<file path="src/rtl/regfile_writeback_ctrl_if.sv">
// Writeback bundle: ALU/LSU result inputs, register-file and PC-redirect outputs,
// and status exported to the decoder.
interface regfile_writeback_ctrl_if #(
  parameter int DATA_WIDTH = 32,
  parameter int ADDR_WIDTH = 4,
  parameter int FIFO_DEPTH = 4
);
  localparam int CNT_W = $clog2(FIFO_DEPTH) + 1;

  logic                     alu_valid;
  logic [ADDR_WIDTH-1:0]    alu_rd;
  logic [DATA_WIDTH-1:0]    alu_result;
  logic                     lsu_valid;
  logic                     lsu_ready;
  logic [ADDR_WIDTH-1:0]    lsu_rd;
  logic [DATA_WIDTH-1:0]    lsu_data;
  logic                     rf_we;
  logic [ADDR_WIDTH-1:0]    rf_waddr;
  logic [DATA_WIDTH-1:0]    rf_wdata;
  logic                     pc_wr_en;
  logic [DATA_WIDTH-1:0]    pc_wr_data;
  logic [2**ADDR_WIDTH-1:0] pending_mask;
  logic [CNT_W-1:0]         fifo_count;

  modport master (
    output alu_valid, alu_rd, alu_result, lsu_valid, lsu_rd, lsu_data,
    input  lsu_ready, rf_we, rf_waddr, rf_wdata, pc_wr_en, pc_wr_data,
           pending_mask, fifo_count
  );

  modport slave (
    input  alu_valid, alu_rd, alu_result, lsu_valid, lsu_rd, lsu_data,
    output lsu_ready, rf_we, rf_waddr, rf_wdata, pc_wr_en, pc_wr_data,
           pending_mask, fifo_count
  );
endinterface

</file>
<file path="src/rtl/regfile_writeback_ctrl.sv">
// Register-file writeback: merges the ALU stream with FIFO-buffered LSU results,
// diverts R15 writes to a PC redirect, and exports a pending-write mask.
module regfile_writeback_ctrl #(
  parameter int DATA_WIDTH = 32,
  parameter int ADDR_WIDTH = 4,
  parameter int FIFO_DEPTH = 4
) (
  input logic                    clk,
  input logic                    rst_n,
  regfile_writeback_ctrl_if.slave wb
);
  localparam int PTR_W = $clog2(FIFO_DEPTH);
  localparam int CNT_W = PTR_W + 1;
  localparam int NREG  = 2**ADDR_WIDTH;
  localparam logic [ADDR_WIDTH-1:0] PC_REG = '1;

  logic [ADDR_WIDTH-1:0] r_fifo_rd   [FIFO_DEPTH];
  logic [DATA_WIDTH-1:0] r_fifo_data [FIFO_DEPTH];
  logic [FIFO_DEPTH-1:0] r_fifo_vld;
  logic [PTR_W-1:0]      r_wr_ptr;
  logic [PTR_W-1:0]      r_rd_ptr;
  logic [CNT_W-1:0]      r_count;

  logic                  r_rf_we;
  logic [ADDR_WIDTH-1:0] r_rf_waddr;
  logic [DATA_WIDTH-1:0] r_rf_wdata;
  logic                  r_pc_wr_en;
  logic [DATA_WIDTH-1:0] r_pc_wr_data;

  logic                  w_full;
  logic                  w_empty;
  logic                  w_push;
  logic                  w_pop;
  logic                  w_sel_valid;
  logic [ADDR_WIDTH-1:0] w_sel_rd;
  logic [DATA_WIDTH-1:0] w_sel_data;
  logic [NREG-1:0]       w_pend;

  assign w_full  = (r_count == CNT_W'(FIFO_DEPTH));
  assign w_empty = (r_count == '0);
  // Full refuses a push even when a pop happens in the same cycle.
  assign w_push  = wb.lsu_valid && !w_full;
  assign w_pop   = !wb.alu_valid && !w_empty;

  always_comb begin
    w_sel_valid = 1'b0;
    w_sel_rd    = '0;
    w_sel_data  = '0;
    if (wb.alu_valid) begin
      w_sel_valid = 1'b1;
      w_sel_rd    = wb.alu_rd;
      w_sel_data  = wb.alu_result;
    end else if (!w_empty) begin
      w_sel_valid = 1'b1;
      w_sel_rd    = r_fifo_rd[r_rd_ptr];
      w_sel_data  = r_fifo_data[r_rd_ptr];
    end
  end

  always_ff @(posedge clk) begin
    if (w_push) begin
      r_fifo_rd[r_wr_ptr]   <= wb.lsu_rd;
      r_fifo_data[r_wr_ptr] <= wb.lsu_data;
    end
  end

  always_ff @(posedge clk or negedge rst_n) begin
    if (!rst_n) begin
      r_wr_ptr   <= '0;
      r_rd_ptr   <= '0;
      r_count    <= '0;
      r_fifo_vld <= '0;
    end else begin
      if (w_push) begin
        r_wr_ptr             <= r_wr_ptr + 1'b1;
        r_fifo_vld[r_wr_ptr] <= 1'b1;
      end
      if (w_pop) begin
        r_rd_ptr             <= r_rd_ptr + 1'b1;
        r_fifo_vld[r_rd_ptr] <= 1'b0;
      end
      case ({w_push, w_pop})
        2'b10:   r_count <= r_count + 1'b1;
        2'b01:   r_count <= r_count - 1'b1;
        default: r_count <= r_count;
      endcase
    end
  end

  always_ff @(posedge clk or negedge rst_n) begin
    if (!rst_n) begin
      r_rf_we      <= 1'b0;
      r_rf_waddr   <= '0;
      r_rf_wdata   <= '0;
      r_pc_wr_en   <= 1'b0;
      r_pc_wr_data <= '0;
    end else begin
      r_rf_we    <= 1'b0;
      r_pc_wr_en <= 1'b0;
      if (w_sel_valid) begin
        if (w_sel_rd == PC_REG) begin
          r_pc_wr_en   <= 1'b1;
          r_pc_wr_data <= {w_sel_data[DATA_WIDTH-1:2], 2'b00};
        end else begin
          r_rf_we    <= 1'b1;
          r_rf_waddr <= w_sel_rd;
          r_rf_wdata <= w_sel_data;
        end
      end
    end
  end

  always_comb begin
    w_pend = '0;
    for (int unsigned i = 0; i < FIFO_DEPTH; i++) begin
      if (r_fifo_vld[i]) w_pend[r_fifo_rd[i]] = 1'b1;
    end
    if (r_rf_we) w_pend[r_rf_waddr] = 1'b1;
    w_pend[NREG-1] = 1'b0;
  end

  assign wb.lsu_ready    = !w_full;
  assign wb.rf_we        = r_rf_we;
  assign wb.rf_waddr     = r_rf_waddr;
  assign wb.rf_wdata     = r_rf_wdata;
  assign wb.pc_wr_en     = r_pc_wr_en;
  assign wb.pc_wr_data   = r_pc_wr_data;
  assign wb.pending_mask = w_pend;
  assign wb.fifo_count   = r_count;
endmodule

</file>
<file path="src/flat_wrapper.sv">
// flat-port wrapper written by rule: the top's interface ports become plain ports
module regfile_writeback_ctrl_flat 
#(
  parameter int DATA_WIDTH = 32,
  parameter int ADDR_WIDTH = 4,
  parameter int FIFO_DEPTH = 4
)
  (clk, rst_n, wb_alu_valid, wb_alu_rd, wb_alu_result, wb_lsu_valid, wb_lsu_rd, wb_lsu_data, wb_lsu_ready, wb_rf_we, wb_rf_waddr, wb_rf_wdata, wb_pc_wr_en, wb_pc_wr_data, wb_pending_mask, wb_fifo_count);
  regfile_writeback_ctrl_if #(.DATA_WIDTH(DATA_WIDTH), .ADDR_WIDTH(ADDR_WIDTH), .FIFO_DEPTH(FIFO_DEPTH)) wb_i ();
  input logic clk;
  input logic rst_n;
  input wire logic [$bits(wb_i.alu_valid)-1:0] wb_alu_valid;
  input wire logic [$bits(wb_i.alu_rd)-1:0] wb_alu_rd;
  input wire logic [$bits(wb_i.alu_result)-1:0] wb_alu_result;
  input wire logic [$bits(wb_i.lsu_valid)-1:0] wb_lsu_valid;
  input wire logic [$bits(wb_i.lsu_rd)-1:0] wb_lsu_rd;
  input wire logic [$bits(wb_i.lsu_data)-1:0] wb_lsu_data;
  output wire logic [$bits(wb_i.lsu_ready)-1:0] wb_lsu_ready;
  output wire logic [$bits(wb_i.rf_we)-1:0] wb_rf_we;
  output wire logic [$bits(wb_i.rf_waddr)-1:0] wb_rf_waddr;
  output wire logic [$bits(wb_i.rf_wdata)-1:0] wb_rf_wdata;
  output wire logic [$bits(wb_i.pc_wr_en)-1:0] wb_pc_wr_en;
  output wire logic [$bits(wb_i.pc_wr_data)-1:0] wb_pc_wr_data;
  output wire logic [$bits(wb_i.pending_mask)-1:0] wb_pending_mask;
  output wire logic [$bits(wb_i.fifo_count)-1:0] wb_fifo_count;
  assign wb_i.alu_valid = wb_alu_valid;
  assign wb_i.alu_rd = wb_alu_rd;
  assign wb_i.alu_result = wb_alu_result;
  assign wb_i.lsu_valid = wb_lsu_valid;
  assign wb_i.lsu_rd = wb_lsu_rd;
  assign wb_i.lsu_data = wb_lsu_data;
  assign wb_lsu_ready = wb_i.lsu_ready;
  assign wb_rf_we = wb_i.rf_we;
  assign wb_rf_waddr = wb_i.rf_waddr;
  assign wb_rf_wdata = wb_i.rf_wdata;
  assign wb_pc_wr_en = wb_i.pc_wr_en;
  assign wb_pc_wr_data = wb_i.pc_wr_data;
  assign wb_pending_mask = wb_i.pending_mask;
  assign wb_fifo_count = wb_i.fifo_count;
  regfile_writeback_ctrl #(.DATA_WIDTH(DATA_WIDTH), .ADDR_WIDTH(ADDR_WIDTH), .FIFO_DEPTH(FIFO_DEPTH)) u_core (.clk(clk), .rst_n(rst_n), .wb(wb_i));
endmodule
</file>
<file path="config.mk">
export PLATFORM = sky130hd
export DESIGN_NAME = regfile_writeback_ctrl_flat
export DESIGN_NICKNAME = d
export VERILOG_FILES = /design/src/rtl/regfile_writeback_ctrl_if.sv /design/src/rtl/regfile_writeback_ctrl.sv /design/src/flat_wrapper.sv
export SDC_FILE = /design/constraint.sdc
export NUM_CORES = 1
export LEC_CHECK = 0
export BUFFER_PORTS_ARGS = -buffer_cell sky130_fd_sc_hd__buf_4
export CORE_MARGIN = 2
export CORE_UTILIZATION = 30
export CTS_CLUSTER_SIZE = 14
export DETAILED_ROUTE_END_ITERATION = 10
export HOLD_SLACK_MARGIN = 0.06
export PLACE_DENSITY_LB_ADDON = 0.2
export SKIP_LAST_GASP = 1
export SLEW_MARGIN = 20
export SYNTH_ARGS = -nofsm -noshare
export SYNTH_HDL_FRONTEND = slang
export SYNTH_SLANG_ARGS = --single-unit
</file>
<file path="constraint.sdc">
create_clock -name clk -period 2.69 [get_ports clk]
set_input_delay 0.4035 -clock clk [delete_from_list [all_inputs] [get_ports clk]]
set_output_delay 0.4035 -clock clk [all_outputs]
set_load 0.02 [all_outputs]
</file>
==> impl_table.tex <==
\begin{tabular}{lr}
\hline
Metric & Value \\
\hline
\multicolumn{2}{l}{\textbf{Synthesis}} \\
\quad Post-synth ARST share & 0.354 \\
\quad Top cells by area, synth & sky130\_fd\_sc\_hd\_\_edfxtp\_1, sky130\_fd\_sc\_hd\_\_dfrtp\_1, sky130\_fd\_sc\_hd\_\_mux4\_2 \\
\quad Number of enable flip-flop cells after synthesis & 144 \\
\quad Syn Area/Cell & 16.6 µm² \\
\quad Area leader, netlist & sky130\_fd\_sc\_hd\_\_edfxtp\_1 \\
\quad Warnings from Yosys & 0 \\
\quad Main flop type after synthesis & sky130\_fd\_sc\_hd\_\_edfxtp\_1 \\
\quad Proportion of synthesized chip area in sequential cells & 0.672 \\
\quad Flip-flop and latch count after synthesis & 223 \\
\quad Number of unique standard cell types used by synthesis & 48 \\
\quad Number of instances in the synthesized netlist & 565 \\
\quad Top cell type's share of synthesized area & 0.461 \\
\quad Most instantiated library cell after synthesis & sky130\_fd\_sc\_hd\_\_edfxtp\_1 \\
\quad Post-synthesis cell area & 0.00938 mm² \\
\quad Leading cell types by count after synthesis & sky130\_fd\_sc\_hd\_\_edfxtp\_1, sky130\_fd\_sc\_hd\_\_dfrtp\_1, sky130\_fd\_sc\_hd\_\_mux2\_2 \\
\multicolumn{2}{l}{\textbf{Pwr}} \\
\quad PwrDens & 1130 mW/mm² \\
\quad Largest vdd supply drop & 660 µV \\
\quad Static Leak & 0.00472 µW \\
\multicolumn{2}{l}{\textbf{Clocking}} \\
\quad Total CTS buffers & 25 \\
\quad Clk root buf & sky130\_fd\_sc\_hd\_\_clkbuf\_16 \\
\quad CTS tree & yes \\
\quad Number of buffers on the longest clock path & 3 \\
\quad Num Clock Sinks & 223 \\
\quad Clock transition at the registers of the reported paths & 0.06 ns \\
\quad Clock Latency Late Sink & 0.52 ns \\
\quad CTS H-tree lvls & 1 \\
\multicolumn{2}{l}{\textbf{Detailed routing}} \\
\quad DRC marker count from the first detailed-route iteration & 338 \\
\quad Wire length per cell & 21.7 µm \\
\quad Routed WL & 25.4 mm \\
\quad Drt via density & 5.03 \\
\quad Number of detailed-route iterations in the first pass & 8 \\
\quad Routed via count & 5890 \\
\quad DRC Markers & 0 \\
\quad Antenna-violating nets left & 0 \\
\multicolumn{2}{l}{\textbf{Setup path}} \\
\quad Data arrival time of the critical path & 2.19 ns \\
\quad CP Max Fanout & 7 \\
\quad Worst endpoint required time & 2.29 ns \\
\quad Nature of the critical path startpoint & register \\
\quad Crit path from & u\_core.r\_fifo\_rd[0][2] \\
\quad Start of the worst register-to-register path & u\_core.r\_fifo\_rd[1][0] \\
\quad CP Capture Type & output pin \\
\quad Crit Path Category & reg2out \\
\multicolumn{2}{l}{\textbf{Timing}} \\
\quad Share of the cycle needed by the critical path after routing & 0.966 \\
\quad Measured slew at the worst slew-check pin & 0.570 ns \\
\quad Min Clock Period, post-route & 2.60 ns \\
\quad Final-report max-slew violation count & 0 \\
\quad Setup repair after global routing missed its margin & true \\
\quad Count of final hold-check violations & 0 \\
\quad Layout Skew & 0.0212 ns \\
\quad Final count of negative-setup-slack endpoints & 0 \\
\quad Worst relative slew slack & 0.620 \\
\quad Max Freq & 0.385 GHz \\
\quad Setup TNS & 0 ns \\
\multicolumn{2}{l}{\textbf{Cells and area}} \\
\quad Count of fill cells added during filler insertion & 2857 \\
\quad Net total in the final layout & 841 \\
\quad Count of inserted antenna diode cells & 0 \\
\quad Area Growth Syn to Fin & 28.4\% \\
\quad Multi-input combinational cell area & 0.00292 mm² \\
\quad Sequential cell area & 0.00630 mm² \\
\quad Final design utilization & 0.393 \\
\quad Proportion of layout cells with a drive suffix above 1 & 0.432 \\
\multicolumn{2}{l}{\textbf{GRT}} \\
\quad Initial antenna violation count & 2 \\
\quad Global-route wire length before repair & 38.8 mm \\
\quad Global-route total usage across every layer & 0.154 \\
\quad Pin count of the biggest net entering global routing & 42 \\
\quad Global route overflow & 0 \\
\quad Via count of the first global-routing pass & 6219 \\
\multicolumn{2}{l}{\textbf{Floorplan}} \\
\quad Boundary pin count & 166 \\
\quad Die Y & 181 µm \\
\quad Floorplan core area & 0.0307 mm² \\
\quad Horizontal die dimension & 181 µm \\
\quad Row Count & 64 \\
\quad Effective utilization at floorplan & 0.306 \\
\quad Overall die area & 0.0327 mm² \\
\multicolumn{2}{l}{\textbf{Hold path}} \\
\quad Class of the tightest hold or removal check & in2reg \\
\quad Startpoint of the worst hold path & wb\_lsu\_data[16] \\
\multicolumn{2}{l}{\textbf{Placed design}} \\
\quad Routability Congestion & 0.834 \\
\quad HPWL after detailed placement & 17.7 mm \\
\quad Port bufs & 162 \\
\multicolumn{2}{l}{\textbf{Run status}} \\
\quad Result of the run & finished, final reports clean \\
\multicolumn{2}{l}{\textbf{Flow run}} \\
\quad Max-cap violations & 0 \\
\hline
\end{tabular}
metal layers:
metal	share of wire	track usage	vias to the layer above
li1	-	-	2620
met1	0.42	0.202	3039
met4	0.017	0.0384	4
met5	0.0011	0	-
met2	0.50	0.262	192
met3	0.058	0.0320	35
state kept, by name (all words and copies together), names as in the netlist:
signal,flops
u_core.wb.pc_wr_data,30
u_core.r_fifo_vld,4
u_core.r_wr_ptr,2
u_core.r_fifo_data,128
u_core.wb.rf_we,1
u_core.wb.rf_waddr,4
u_core.wb.pc_wr_en,1
u_core.wb.fifo_count,3
u_core.r_rd_ptr,2
u_core.r_fifo_rd,16
u_core.wb.rf_wdata,32
cells by family after synthesis:
family / count (synthesis) / synth area share
buffers and inverters: 42 / 0.0207
AOI/OAI and AO/OA: 79 / 0.0694
adders and majority gates: 10 / 0.0141
xor gates and xnor gates: 5 / 0.00467
and+or+nand+nor: 109 / 0.0606
other: 1 / 0.000400
DFF: 223 / 0.672
muxes: 96 / 0.158
cell usage in the layout (no fill, tap or decap), types with 4 or more instances in the layout:
| cell | count |
|---|---|
| sky130_fd_sc_hd__a22o_1 | 30 |
| sky130_fd_sc_hd__a22oi_1 | 9 |
| sky130_fd_sc_hd__a2bb2oi_1 | 8 |
| sky130_fd_sc_hd__a32oi_1 | 5 |
| sky130_fd_sc_hd__and2_2 | 4 |
| sky130_fd_sc_hd__buf_12 | 4 |
| sky130_fd_sc_hd__buf_4 | 186 |
| sky130_fd_sc_hd__clkbuf_1 | 5 |
| sky130_fd_sc_hd__clkbuf_16 | 25 |
| sky130_fd_sc_hd__clkinv_2 | 5 |
| sky130_fd_sc_hd__dfrtp_1 | 77 |
| sky130_fd_sc_hd__edfxtp_1 | 144 |
| sky130_fd_sc_hd__ha_1 | 9 |
| sky130_fd_sc_hd__inv_1 | 11 |
| sky130_fd_sc_hd__mux2_1 | 5 |
| sky130_fd_sc_hd__mux2_2 | 55 |
| sky130_fd_sc_hd__mux4_2 | 36 |
| sky130_fd_sc_hd__nand2_1 | 28 |
| sky130_fd_sc_hd__nand3_1 | 18 |
| sky130_fd_sc_hd__nand4_1 | 15 |
| sky130_fd_sc_hd__nor2_1 | 14 |
| sky130_fd_sc_hd__nor2b_1 | 12 |
| sky130_fd_sc_hd__nor3_1 | 4 |
| sky130_fd_sc_hd__o21ai_0 | 5 |
per-stage QoR:
stage / hold WS [ns] / instance area [µm²] / setup WS, ns / total power [µW] / instances
global route: 0.0660 / 12000 / -0.00744 / 14400 / 1170
detailed placement: 0.417 / 11200 / 0.429 / 10500 / 1121
global placement: 0.409 / 11200 / 0.481 / 10400 / 1121
finish: 0.0838 / 12000 / 0.0919 / 13600 / 1170
floorplan: 0.108 / 9390 / 0.368 / 8300 / 567
CTS: 0.0602 / 12000 / 0.0341 / 13800 / 1168
critical path, cell delays in order, from the launching register on:
cell	delay, ns
sky130_fd_sc_hd__edfxtp_1	0.50
sky130_fd_sc_hd__or3b_2	0.57
sky130_fd_sc_hd__nor3b_1	0.27
sky130_fd_sc_hd__a21oi_1	0.10
sky130_fd_sc_hd__nand3_1	0.11
sky130_fd_sc_hd__buf_4	0.14
worst paths after layout:
kind	endpoint	slack, ns	depth (start not counted)
min in group asynchronous	u_core.wb.pc_wr_data[7]	0.42	2
worst max-delay path	wb_pending_mask[2]	0.09	5
worst max register to register	u_core.wb.rf_wdata[7]	0.37	6
worst min register to register	u_core.wb.rf_wdata[22]	0.49	1
max in group asynchronous	u_core.wb.pc_wr_data[30]	1.60	3
worst min-delay path	u_core.r_fifo_data[2][16]	0.08	1
what timing repair did:
| item | in CTS | in global routing |
|---|---|---|
| endpoints found under the hold margin | 38 | 0 |
| resized for setup | 0 | 2 |
| hold buffers | 1 | 0 |
| setup endpoints to repair | 0 | 3 |
| buffers inserted | 0 | 2 |
power breakdown:
part           switching, µW  internal (µW)  total, µW
combinational           2710           2340       5040
clock                   1320           1960       3280
sequential               602           4710       5310
total                   4630           9000      13600
area by class of cell:
| cell class | instances | area share |
|---|---|---|
| Sequential cell | 223 | 0.523 |
| Multi-Input combinational cell | 302 | 0.242 |
| Timing Repair Buffer | 191 | 0.123 |
| Clock buffer | 32 | 0.0558 |
| Tap cell | 396 | 0.0411 |
| Clock inverter | 14 | 0.0106 |
| Inverter | 12 | 0.00374 |
Note: power is estimated with default switching activity, not from simulation.
